[src/rtl/mux_arb_nto1_pkg.sv]
// Shared definitions for the N-to-1 arbitrated mux and later bus blocks:
// arbitration mode constants and the channel-index width helper.
package mux_arb_nto1_pkg;

    typedef enum logic {
        ARB_FIXED = 1'b0,
        ARB_RR    = 1'b1
    } arb_mode_e;

    localparam int unsigned MODE_FIXED = 0;
    localparam int unsigned MODE_RR    = 1;

    // Index width for n channels, never narrower than one bit.
    function automatic int unsigned sel_w(input int unsigned n);
        return (n <= 1) ? 1 : $clog2(n);
    endfunction

endpackage

[src/rtl/mux_arb_nto1_if.sv]
// Handshake bundle for mux_arb_nto1: N request channels in, one registered word out.
interface mux_arb_nto1_if
    import mux_arb_nto1_pkg::*;
#(
    parameter int unsigned WIDTH = 8,
    parameter int unsigned N     = 4,
    parameter int unsigned SEL_W = sel_w(N)
);
    logic [N-1:0]       in_valid;
    logic [N*WIDTH-1:0] in_data;
    logic [N-1:0]       in_ready;
    logic               out_valid;
    logic [WIDTH-1:0]   out_data;
    logic [SEL_W-1:0]   out_sel;
    logic               out_ready;

    modport master (
        output in_valid, in_data, out_ready,
        input  in_ready, out_valid, out_data, out_sel
    );

    modport slave (
        input  in_valid, in_data, out_ready,
        output in_ready, out_valid, out_data, out_sel
    );
endinterface

[src/rtl/mux_arb_nto1_arb_rr_pick.sv]
// Combinational request picker: lowest requester at or above ptr, wrapping to the
// lowest below ptr (round-robin), or simply the lowest requester (fixed priority).
module arb_rr_pick
    import mux_arb_nto1_pkg::*;
#(
    parameter int unsigned N     = 4,
    parameter int unsigned SEL_W = sel_w(N)
) (
    input  logic [N-1:0]     req,
    input  logic [SEL_W-1:0] ptr,
    input  arb_mode_e        mode,
    output logic [SEL_W-1:0] gnt_idx,
    output logic             gnt_any
);

    logic hit;

    // First pass covers i >= ptr (all i in fixed mode); second pass supplies the wrap.
    always_comb begin
        gnt_idx = '0;
        gnt_any = |req;
        hit     = 1'b0;
        for (int unsigned k = 0; k < N; k++) begin
            if (!hit && req[k] && (mode == ARB_FIXED || k >= 32'(ptr))) begin
                gnt_idx = SEL_W'(k);
                hit     = 1'b1;
            end
        end
        for (int unsigned k = 0; k < N; k++) begin
            if (!hit && req[k]) begin
                gnt_idx = SEL_W'(k);
                hit     = 1'b1;
            end
        end
    end

endmodule

[src/rtl/mux_arb_nto1.sv]
// Registered N-to-1 multiplexer with valid/ready handshakes on every channel and
// round-robin or fixed-priority arbitration; one transfer per cycle under back-pressure.
module mux_arb_nto1
    import mux_arb_nto1_pkg::*;
#(
    parameter int unsigned WIDTH = 8,
    parameter int unsigned N     = 4,
    parameter int unsigned RR    = MODE_RR,
    parameter int unsigned SEL_W = sel_w(N)
) (
    input  logic          clk,
    input  logic          reset,
    mux_arb_nto1_if.slave bus
);

    localparam arb_mode_e MODE = (RR != MODE_FIXED) ? ARB_RR : ARB_FIXED;

    logic             out_valid_q, out_valid_d;
    logic [WIDTH-1:0] out_data_q,  out_data_d;
    logic [SEL_W-1:0] out_sel_q,   out_sel_d;
    logic [SEL_W-1:0] ptr_q,       ptr_d;
    logic             load;
    logic             xfer;
    logic             gnt_any;
    logic [SEL_W-1:0] gnt_idx;

    arb_rr_pick #(
        .N     (N),
        .SEL_W (SEL_W)
    ) u_pick (
        .req     (bus.in_valid),
        .ptr     (ptr_q),
        .mode    (MODE),
        .gnt_idx (gnt_idx),
        .gnt_any (gnt_any)
    );

    always_comb begin
        load         = !out_valid_q || bus.out_ready;
        xfer         = load && gnt_any && !reset;
        bus.in_ready = '0;
        if (xfer) begin
            bus.in_ready[gnt_idx] = 1'b1;
        end

        out_valid_d = out_valid_q;
        out_data_d  = out_data_q;
        out_sel_d   = out_sel_q;
        ptr_d       = ptr_q;
        // An empty load slot clears valid but leaves the stale word and index in place.
        if (load) begin
            out_valid_d = gnt_any;
            if (gnt_any) begin
                out_data_d = bus.in_data[32'(gnt_idx) * WIDTH +: WIDTH];
                out_sel_d  = gnt_idx;
                if (MODE == ARB_RR) begin
                    ptr_d = (32'(gnt_idx) == N - 1) ? '0 : gnt_idx + SEL_W'(1);
                end
            end
        end
    end

    always_ff @(posedge clk or posedge reset) begin
        if (reset) begin
            out_valid_q <= 1'b0;
            out_data_q  <= '0;
            out_sel_q   <= '0;
            ptr_q       <= '0;
        end else begin
            out_valid_q <= out_valid_d;
            out_data_q  <= out_data_d;
            out_sel_q   <= out_sel_d;
            ptr_q       <= ptr_d;
        end
    end

    assign bus.out_valid = out_valid_q;
    assign bus.out_data  = out_data_q;
    assign bus.out_sel   = out_sel_q;

endmodule

[src/flat_wrapper.sv]
// flat-port wrapper written by rule: the top's interface ports become plain ports
module mux_arb_nto1_flat import mux_arb_nto1_pkg::*;
#(
    parameter int unsigned WIDTH = 8,
    parameter int unsigned N     = 4,
    parameter int unsigned RR    = MODE_RR,
    parameter int unsigned SEL_W = sel_w(N)
)
  (clk, reset, bus_in_valid, bus_in_data, bus_out_ready, bus_in_ready, bus_out_valid, bus_out_data, bus_out_sel);
  mux_arb_nto1_if #(.WIDTH(WIDTH), .N(N), .SEL_W(SEL_W)) bus_i ();
  input  logic clk;
  input  logic reset;
  input wire logic [$bits(bus_i.in_valid)-1:0] bus_in_valid;
  input wire logic [$bits(bus_i.in_data)-1:0] bus_in_data;
  input wire logic [$bits(bus_i.out_ready)-1:0] bus_out_ready;
  output wire logic [$bits(bus_i.in_ready)-1:0] bus_in_ready;
  output wire logic [$bits(bus_i.out_valid)-1:0] bus_out_valid;
  output wire logic [$bits(bus_i.out_data)-1:0] bus_out_data;
  output wire logic [$bits(bus_i.out_sel)-1:0] bus_out_sel;
  assign bus_i.in_valid = bus_in_valid;
  assign bus_i.in_data = bus_in_data;
  assign bus_i.out_ready = bus_out_ready;
  assign bus_in_ready = bus_i.in_ready;
  assign bus_out_valid = bus_i.out_valid;
  assign bus_out_data = bus_i.out_data;
  assign bus_out_sel = bus_i.out_sel;
  mux_arb_nto1 #(.WIDTH(WIDTH), .N(N), .RR(RR), .SEL_W(SEL_W)) u_core (.clk(clk), .reset(reset), .bus(bus_i));
endmodule
[config.mk]
export PLATFORM = sky130hd
export DESIGN_NAME = mux_arb_nto1_flat
export DESIGN_NICKNAME = d
export VERILOG_FILES = /design/src/rtl/mux_arb_nto1_pkg.sv /design/src/rtl/mux_arb_nto1_if.sv /design/src/rtl/mux_arb_nto1_arb_rr_pick.sv /design/src/rtl/mux_arb_nto1.sv /design/src/flat_wrapper.sv
export SDC_FILE = /design/constraint.sdc
export NUM_CORES = 1
export LEC_CHECK = 0
export BUFFER_PORTS_ARGS = -buffer_cell sky130_fd_sc_hd__buf_2
export CORE_ASPECT_RATIO = 1.1
export CORE_MARGIN = 3
export CORE_UTILIZATION = 45
export DETAILED_ROUTE_END_ITERATION = 16
export GPL_ROUTABILITY_DRIVEN = 0
export PLACE_DENSITY = 0.93
export SLEW_MARGIN = 0
export SYNTH_ARGS = -nofsm -noshare
export SYNTH_HDL_FRONTEND = slang
export SYNTH_SLANG_ARGS = --single-unit
export TNS_END_PERCENT = 10
[constraint.sdc]
create_clock -name clk -period 4.6 [get_ports clk]
set_clock_uncertainty 0.05 [all_clocks]
set_input_delay 0.46 -clock clk [delete_from_list [all_inputs] [get_ports clk]]
set_output_delay 0.46 -clock clk [all_outputs]
set_load 0.05 [all_outputs]
==> flow_metrics.env, run 1 <==
export IMPL_status="finished, final reports clean"
export IMPL_drive_gt1_frac=0.439
export IMPL_ys_warn_count=0
export IMPL_cp_slowest_stage_delay_ns=0.75
export IMPL_final_util=0.640
export IMPL_fp_dieH_um=52.0
export IMPL_critPathArrivalTime_ns=2.51
export IMPL_powerDensity_nw_per_um2=531
export IMPL_grt_total_usage=0.185
export IMPL_worst_r2r_setup_slack_ns=2.18
export IMPL_worst_slew_pin_slew_ns=0.932
export IMPL_io_buffers=53
export IMPL_p_leak_nw=0.659
export IMPL_overflow=0
export IMPL_drc_errors=0
export IMPL_ir_drop_uv=311
export IMPL_whs_ns=0.166
export IMPL_design_die_area_um2=2490
export IMPL_num_fill_cells=145
export IMPL_diodes=0
export IMPL_routedWlPerCell_um=14.6
export IMPL_max_cap_viol_count=0
export IMPL_first_global_vias=829
export IMPL_finalCritPeriodShare=0.656
export IMPL_final_antenna_net_count=0
export IMPL_viasPerCell=5.47
export IMPL_reg2reg_to="u_core.ptr_q[1]"
export IMPL_ios=54
export IMPL_instances_no_fill=157
export IMPL_crit_type="reg -> out"
export IMPL_area_delta_synth_final_pct=33.1
export IMPL_endpoint_kind="primary output"
export IMPL_cts_sinks=13
export IMPL_yosysSeqAreaShare=0.376
export IMPL_maxSlewHeadroom=0.379
export IMPL_drtIter0Drc=12
export IMPL_cts_resized_gates=0
export IMPL_hpwlAfterDp_um=1820
export IMPL_postSynthCellCount=86
export IMPL_antenna_found_initial=0
export IMPL_dieWidth_um=47.8
export IMPL_path_cells="nand2b_1 -> a21oi_1 -> a211o_1 -> inv_1 -> ha_1 -> and2_1 -> buf_2"
export IMPL_slew_violations=0
export IMPL_critPathMaxFanout=20
export IMPL_tns_ns=0
export IMPL_grt_first_pass_wirelength_um=3390
export IMPL_most_common_layout_cells="buf_2, mux2i_1, dfrtp_1, nand2_1, o221ai_1"
export IMPL_wl_um=2290
export IMPL_hold_path_class="in -> async"
export IMPL_syn_area_um2=866
export IMPL_first_pass_iters=4
export IMPL_rsz0062_at_grt="false"
export IMPL_cp_start_kind="flip-flop"
export IMPL_vias=859
export IMPL_insertion_delay_ns=0.27
export IMPL_ys_types=20
export IMPL_grt_max_degree=21
export IMPL_synth_area_per_cell_um2=10.1
export IMPL_min_period_ns=3.02
export IMPL_finalHoldViolations=0
export IMPL_cts_tree="built"
export IMPL_start_util=0.481
export IMPL_crit_required_ns=4.09
export IMPL_layout_commonest_cell="buf_2"
export IMPL_htree_num_levels=1
export IMPL_core_area_um2=1800
export IMPL_max_freq_mhz=331
export IMPL_cts_made_buffers=3
export IMPL_rows=16
export IMPL_r2r_cells=6
export IMPL_placed_cells=153
export IMPL_timing_rr_start="u_core.ptr_q[0]"
export IMPL_max_clock_path_buffers=2
export IMPL_synthesis_nets=129
export IMPL_setup_violations=0
export IMPL_post_cts_setup_buffers=0
export IMPL_hold_buffers=0
export IMPL_cp_slowest_cell="a211o_1"
export IMPL_clk_pin_slew_ns=0.08
export IMPL_fin_nets=183
export IMPL_ys_seq_elements=13
export IMPL_clockRootBuffer="clkbuf_4"
## synthesized netlist by cell type
cell type | count | area (um2)
inv_1 | 6 | 22.5
o221ai_1 | 8 | 70.1
a21o_1 | 1 | 7.51
clkbuf_1 | 1 | 3.75
o32ai_2 | 1 | 16.3
buf_2 | 2 | 10.0
o41ai_2 | 1 | 16.3
mux2_2 | 1 | 11.3
a21oi_1 | 4 | 20.0
o22ai_1 | 1 | 6.26
and2_1 | 4 | 25.0
nand2b_1 | 5 | 31.3
dfrtp_1 | 13 | 325
nor2_1 | 4 | 15.0
a211o_1 | 1 | 8.76
nand2_1 | 10 | 37.5
buf_6 | 2 | 22.5
ha_1 | 4 | 50.1
nand4_1 | 1 | 6.26
mux2i_1 | 16 | 160
## cells by family after synthesis
logic type / synth area share
adder cells (fa/ha/maj): 0.0578
flip-flops: 0.376
buffers and inverters: 0.0679
AND/OR/NAND/NOR: 0.133
multiplexers: 0.198
AO/OA/AOI/OAI: 0.168
## per-stage QoR
| step | total power, W | area (um2) | setup slack [ns] |
|---|---|---|---|
| floorplan | 0.000470 | 866 | 2.29 |
| global placement | 0.000532 | 1120 | 1.85 |
| detailed placement | 0.000547 | 1120 | 1.70 |
| CTS | 0.000617 | 1150 | 1.56 |
| global route | 0.000649 | 1150 | 1.39 |
| finish | 0.000612 | 1150 | 1.58 |
## how the worst max path moves through the flow
stage	cells after the start	from	to	slack (ns)
finish	7	u_core.ptr_q[0]	bus_in_ready[3]	1.58
global route	7	u_core.ptr_q[0]	bus_in_ready[3]	1.39
CTS	7	u_core.ptr_q[0]	bus_in_ready[3]	1.56
detailed placement	8	bus_in_valid[1]	bus_in_ready[3]	1.70
global placement	8	bus_in_valid[1]	bus_in_ready[3]	1.85
floorplan	8	bus_in_valid[2]	bus_in_ready[1]	2.29
## per-layer routing
| layer | wire [um] | vias to the layer above | track usage |
|---|---|---|---|
| li1 | - | 412 | - |
| met3 | 120 | 4 | 0.0311 |
| met5 | 0 | - | 0 |
| met2 | 1230 | 34 | 0.319 |
| met1 | 903 | 409 | 0.219 |
| met4 | 36 | 0 | 0.0673 |
## power by group
part           switching [W]  internal, W
logic               0.000246     0.000114
clock network      0.0000367    0.0000321
registers          0.0000281     0.000155
total               0.000311     0.000301
## registers in the layout, summed over array words and instances, names as in the netlist
| name | flops |
|---|---|
| u_core.bus.out_data | 8 |
| u_core.bus.out_sel | 2 |
| u_core.bus.out_valid | 1 |
| u_core.ptr_q | 2 |
## critical path, delay by kind of cell, from the launching register on
family	cells	cell delay (ns)
flops	1	0.41
buf+inv	2	0.36
simple gates	2	0.29
fa+ha+maj	1	0.24
compound gates	2	0.93
## final cells by class
class	instances	area, um2	area share
multi-input combinational	62	482	0.418
sequential	13	325	0.282
inverter	6	22.5	0.0195
clock inverter	1	5.00	0.00434
tap	18	22.5	0.0195
timing repair buffer	54	273	0.237
clock buffer	3	22.5	0.0195
(Power assumes the default switching activity.)
==> run 2, diff against run 1 <==
Settings changed: ABC_AREA from default to 1, CORE_UTILIZATION 45 to 46, PLACE_DENSITY 0.93 to 0.89.
Clock period 4.6 ns to 2.8 ns, I/O delays scaled along.
==> run 2 against run 1 <==
  * Setup slack worse by 1.3 ns
  * Non-clock buffer count is 2 higher
  * Combinational power is 110% higher
  * Power is 94% higher
  * Via count is 42% higher
  * Wire length is 11% higher
  * Synthesized area is 28% higher
  * Worst hold slack worse by 0.034 ns
  * Sequential power is 64% higher
  * Largest cell class unchanged
==> flow_metrics.env, run 2 <==
export IMPL_overflow=0
export IMPL_synth_most_common_cell="nand2_1"
export IMPL_critPathMaxFanout=20
export IMPL_min_from="bus_out_ready"
export IMPL_most_common_layout_cells="nand2_1, buf_2, inv_1, nand3_1, dfrtp_1"
export IMPL_design_die_area_um2=3040
export IMPL_syn_area_um2=1110
export IMPL_critPathArrivalTime_ns=2.22
export IMPL_synth_area_per_cell_um2=6.11
export IMPL_max_clock_path_buffers=2
export IMPL_maxSlewHeadroom=0.686
export IMPL_start_util=0.489
export IMPL_yosysSeqAreaShare=0.292
export IMPL_cts_tree="built"
export IMPL_worst_slew_pin_slew_ns=0.471
export IMPL_synth_top_family_by_area="simple AND/OR/NAND/NOR gates"
export IMPL_hold_depth=2
export IMPL_clockRootBuffer="clkbuf_4"
export IMPL_crit_type="reg -> out"
export IMPL_min_to="u_core.bus.out_valid"
export IMPL_core_area_um2=2270
export IMPL_grt_max_degree=21
export IMPL_ys_flop_type="dfrtp_1"
export IMPL_fin_nets=281
export IMPL_ys_warn_count=0
export IMPL_hpwlAfterDp_um=2110
export IMPL_p_leak_nw=0.945
export IMPL_fp_dieH_um=57.6
export IMPL_powerDensity_nw_per_um2=830
export IMPL_setup_violations=0
export IMPL_grt_first_pass_wirelength_um=4360
export IMPL_hold_path_class="in -> reg"
export IMPL_finalHoldViolations=0
export IMPL_layout_commonest_cell="nand2_1"
export IMPL_ys_seq_elements=13
export IMPL_synthMuxAreaShare=0
export IMPL_cts_sinks=13
export IMPL_clk_pin_slew_ns=0.08
export IMPL_slew_violations=0
export IMPL_yosys_area_share_simple=0.424
export IMPL_final_antenna_net_count=0
export IMPL_worst_r2r_setup_slack_ns=0.86
export IMPL_drive_gt1_frac=0.274
export IMPL_max_cap_viol_count=0
export IMPL_synth_edf_count=0
export IMPL_area_delta_synth_final_pct=28.8
export IMPL_synth_compound_area_frac=0.0495
export IMPL_diodes=0
export IMPL_rsz0062_at_grt="false"
export IMPL_insertion_delay_ns=0.28
export IMPL_min_period_ns=2.55
export IMPL_drtIter0Drc=14
export IMPL_finalCritPeriodShare=0.911
export IMPL_dieWidth_um=52.9
export IMPL_crit_required_ns=2.47
export IMPL_htree_num_levels=1
export IMPL_reg2reg_to="u_core.ptr_q[1]"
export IMPL_r2r_cells=7
export IMPL_vias=1222
export IMPL_yosys_area_share_xor_xnor=0
export IMPL_synthesis_nets=225
export IMPL_largest_reg_flops=8
export IMPL_grt_total_usage=0.190
export IMPL_routedWlPerCell_um=9.56
export IMPL_cts_made_buffers=3
export IMPL_whs_ns=0.132
export IMPL_viasPerCell=4.58
export IMPL_tns_ns=0
export IMPL_antenna_found_initial=0
export IMPL_ios=54
export IMPL_ir_drop_uv=429
export IMPL_max_freq_mhz=392
export IMPL_io_buffers=53
export IMPL_wl_um=2550
export IMPL_ys_types=19
export IMPL_timing_rr_start="u_core.ptr_q[1]"
export IMPL_post_cts_setup_buffers=0
export IMPL_synthAdderAreaFrac=0.0450
export IMPL_status="finished, final reports clean"
export IMPL_async_reset_ff_frac=1.00
export IMPL_postSynthCellCount=182
export IMPL_synth_top_area_frac=0.292
export IMPL_synthTopCellsByArea="dfrtp_1, nand2_1, inv_1"
export IMPL_netlist_top_cells_count="nand2_1, inv_1, nand3_1"
export IMPL_cp_start_kind="flip-flop"
export IMPL_rows=18
export IMPL_drc_errors=0
export IMPL_endpoint_kind="primary output"
export IMPL_synth_top_area_cell="dfrtp_1"
export IMPL_first_global_vias=1054
export IMPL_first_pass_iters=4
## run 2: metal layers
| metal | part of all wire | track usage | up-vias | routed length [um] |
|---|---|---|---|---|
| met1 | 0.42 | 0.247 | 515 | 1070 |
| met5 | 0 | 0 | - | 0 |
| met2 | 0.49 | 0.314 | 45 | 1260 |
| met4 | 0.022 | 0.0803 | 0 | 55 |
| li1 | - | - | 655 | - |
| met3 | 0.065 | 0.0235 | 7 | 166 |
## run 2: cells by family (layout without fill, tap and decap cells)
| logic type | after synthesis | after routing |
|---|---|---|
| adders and majority gates | 4 | 4 |
| DFF | 13 | 13 |
| AOI/OAI and AO/OA | 7 | 7 |
| and+or+nand+nor | 106 | 106 |
| buffers and inverters | 52 | 107 |
## run 2: repair_timing
| item | in CTS | in global routing |
|---|---|---|
| gates resized for setup | 0 | 0 |
| endpoints found under the hold margin | 13 | 0 |
| hold buffers | 1 | 0 |
## run 2: cell type report
cell class / instances / area [um2]
clock buffers: 4 / 26.3
fillers: 220 / 842
repair buffers: 56 / 290
multi-input cells: 117 / 577
inverters: 47 / 176
flip-flops and latches: 13 / 325
well taps: 30 / 37.5
## run 2: how the worst max path moves through the flow
stage,from,endpoint,slack [ns],depth (start not counted)
2_1_floorplan,u_core.ptr_q[0],bus_in_ready[2],0.49,9
3_3_place_gp,u_core.ptr_q[0],bus_in_ready[2],0.60,9
3_5_place_dp,u_core.ptr_q[1],bus_in_ready[2],0.56,9
4_1_cts,u_core.ptr_q[1],bus_in_ready[2],0.26,9
5_1_grt,u_core.ptr_q[0],bus_in_ready[2],0.04,9
6_report,u_core.ptr_q[1],bus_in_ready[2],0.25,9
## run 2: worst max-delay path: stages, from the launching register on
cell and delay [ns]:
dfrtp_1 0.38, inv_1 0.09, nand3_1 0.14, a31oi_4 0.43, nand2_4 0.24, inv_1 0.13, ha_1 0.15, inv_1 0.04
nor2_1 0.08, buf_2 0.26
## run 2: report_power, final
part           internal [W]  switching (W)
registers          0.000264      0.0000375
clock network     0.0000553      0.0000609
logic              0.000206       0.000567
total              0.000525       0.000665
## run 2: per-stage QoR
| stage | cells | setup WS [ns] | utilization | power [W] | area [um2] |
|---|---|---|---|---|---|
| after floorplan | 182 | 0.485 | - | 0.000919 | 1110 |
| after global placement | 262 | 0.597 | 0.614 | 0.00106 | 1400 |
| after detailed placement | 262 | 0.565 | 0.614 | 0.00108 | 1400 |
| after CTS | 267 | 0.257 | 0.630 | 0.00119 | 1430 |
| after global routing | 267 | 0.0413 | 0.630 | 0.00130 | 1430 |
| final | 267 | 0.250 | 0.630 | 0.00119 | 1430 |
==> run 3, diff against run 2 <==
Settings changed: CORE_UTILIZATION 46 to 40, PLACE_DENSITY 0.89 to 0.8, SLEW_MARGIN 0 to 20.
==> run 3 against run 2 <==
  * Worst hold slack hardly changed
  * Clock power hardly changed
  * Sequential cell count stayed put
  * Register-to-register slack worse by 0.04 ns
  * Non-clock buffer count stayed put
  * Global-route usage is 4.0 points lower
  * Fmax is 1.5% lower
  * Power is 0.23% higher
  * Sequential share of layout area hardly changed
  * Via count is 0.57% lower
  * Largest power group unchanged
  * Critical path depth stayed put
  * First-iteration DRC count is 79% higher
==> flow_metrics.env, run 3 (synthesized netlist as in run 2, its figures left out) <==
export IMPL_vias=1215
export IMPL_finish_instance_area_um2=1430
export IMPL_max_freq_mhz=386
export IMPL_routedWlPerCell_um=9.85
export IMPL_clockRootBuffer="clkbuf_4"
export IMPL_status="finished, final reports clean"
export IMPL_fin_nets=281
export IMPL_drtIter0Drc=25
export IMPL_critPathArrivalTime_ns=2.26
export IMPL_largest_reg_flops=8
export IMPL_dieWidth_um=56.3
export IMPL_grt_max_degree=21
export IMPL_layout_commonest_cell="nand2_1"
export IMPL_multiInputGateArea_um2=577
export IMPL_wl_um=2640
export IMPL_slew_violations=0
export IMPL_cp_start_kind="flip-flop"
export IMPL_io_buffers=53
export IMPL_area_delta_synth_final_pct=28.9
export IMPL_num_fill_cells=286
export IMPL_max_cap_viol_count=0
export IMPL_most_common_layout_cells="nand2_1, buf_2, inv_1, nand3_1, dfrtp_1"
export IMPL_hold_depth=2
export IMPL_finalCritPeriodShare=0.924
export IMPL_worst_slew_pin_slew_ns=0.489
export IMPL_grt_busiest_layer="met2"
export IMPL_crit_type="reg -> out"
export IMPL_r2r_cells=7
export IMPL_grt_use_met3=0.0147
export IMPL_endpoint_kind="primary output"
export IMPL_core_area_um2=2570
export IMPL_use_met1=0.203
export IMPL_rows=19
export IMPL_crit_required_ns=2.47
export IMPL_cts_tree="built"
export IMPL_cts_made_buffers=3
export IMPL_antenna_found_initial=0
export IMPL_htree_num_levels=1
export IMPL_tns_ns=0
export IMPL_max_clock_path_buffers=2
export IMPL_design_die_area_um2=3450
export IMPL_diodes=0
export IMPL_fp_dieH_um=61.3
export IMPL_p_leak_nw=0.945
export IMPL_regArea_um2=325
export IMPL_min_period_ns=2.59
export IMPL_ios=54
export IMPL_powerDensity_nw_per_um2=831
export IMPL_grt_total_usage=0.151
export IMPL_insertion_delay_ns=0.28
export IMPL_maxSlewHeadroom=0.674
export IMPL_grt_first_pass_wirelength_um=4130
export IMPL_grt_util_met2=0.252
export IMPL_clk_pin_slew_ns=0.09
export IMPL_critPathMaxFanout=20
export IMPL_final_antenna_net_count=0
export IMPL_placed_cells=263
export IMPL_cts_resized_gates=0
export IMPL_ir_drop_uv=507
export IMPL_viasPerCell=4.53
export IMPL_final_util=0.558
export IMPL_cts_sinks=13
export IMPL_drc_errors=0
export IMPL_setup_violations=0
export IMPL_instances_no_fill=268
export IMPL_rsz0062_at_grt="false"
export IMPL_finalHoldViolations=0
export IMPL_overflow=0
export IMPL_first_pass_iters=4
export IMPL_hold_path_class="in -> reg"
export IMPL_first_global_vias=988
export IMPL_drive_gt1_frac=0.274
export IMPL_placed_area_um2=1400
export IMPL_hpwlAfterDp_um=2140
export IMPL_start_util=0.433
==> run 3: cell counts in the layout (fill, tap and decap cells not counted) <==
Identical to the previous run, type by type.
==> run 3: repair_timing <==
item / CTS / global route
hold buffers: 1 / 0
endpoints found under the hold margin: 13 / 0
buffers inserted: 0 / 0
==> run 3: area by class of cell <==
type,count,area share
multi-input combinational,117,0.402
inverter,47,0.123
tap,31,0.0271
clock buffer,4,0.0183
sequential,13,0.227
timing repair buffer,56,0.202
==> run 3: metal layers <==
| layer | vias up | wire length [um] |
|---|---|---|
| li1 | 656 | - |
| met4 | 0 | 0 |
| met5 | - | 0 |
| met2 | 46 | 1230 |
| met1 | 513 | 1240 |
| met3 | 0 | 169 |
==> run 3: critical path, cell delays in order, from the launching register on <==
cell	delay (ns)
dfrtp_1	0.41
nand2_1	0.10
nand2_2	0.11
a31oi_4	0.45
nand2_4	0.24
inv_1	0.14
ha_1	0.15
inv_1	0.04
nor2_1	0.08
buf_2	0.26
==> run 3: power by group <==
part | internal [W] | leakage (nW) | switching [W]
Sequential | 0.000264 | 0.155 | 0.0000398
Combinational | 0.000206 | 0.774 | 0.000566
Clock | 0.0000552 | 0.0150 | 0.0000624
==> run 3: path summary, 6_finish.rpt <==
kind | start | slack [ns] | end
min in group asynchronous | reset | 0.48 | u_core.bus.out_sel[1]
max in group asynchronous | reset | 2.05 | u_core.bus.out_data[2]
setup / recovery | u_core.ptr_q[0] | 0.21 | bus_in_ready[0]
hold / removal | bus_out_ready | 0.13 | u_core.bus.out_valid
setup reg to reg | u_core.ptr_q[0] | 0.82 | u_core.ptr_q[1]
hold reg to reg | u_core.bus.out_data[1] | 0.43 | u_core.bus.out_data[1]
==> run 3: per-stage QoR <==
| stage | setup WS (ns) | hold WS (ns) | total power (W) |
|---|---|---|---|
| 6_report | 0.212 | 0.132 | 0.00119 |
| 5_1_grt | 0.0140 | 0.130 | 0.00128 |
| 4_1_cts | 0.196 | 0.132 | 0.00120 |
| 3_5_place_dp | 0.513 | 0.237 | 0.00108 |
| 3_3_place_gp | 0.588 | 0.229 | 0.00107 |
| 2_1_floorplan | 0.485 | 0.115 | 0.000919 |
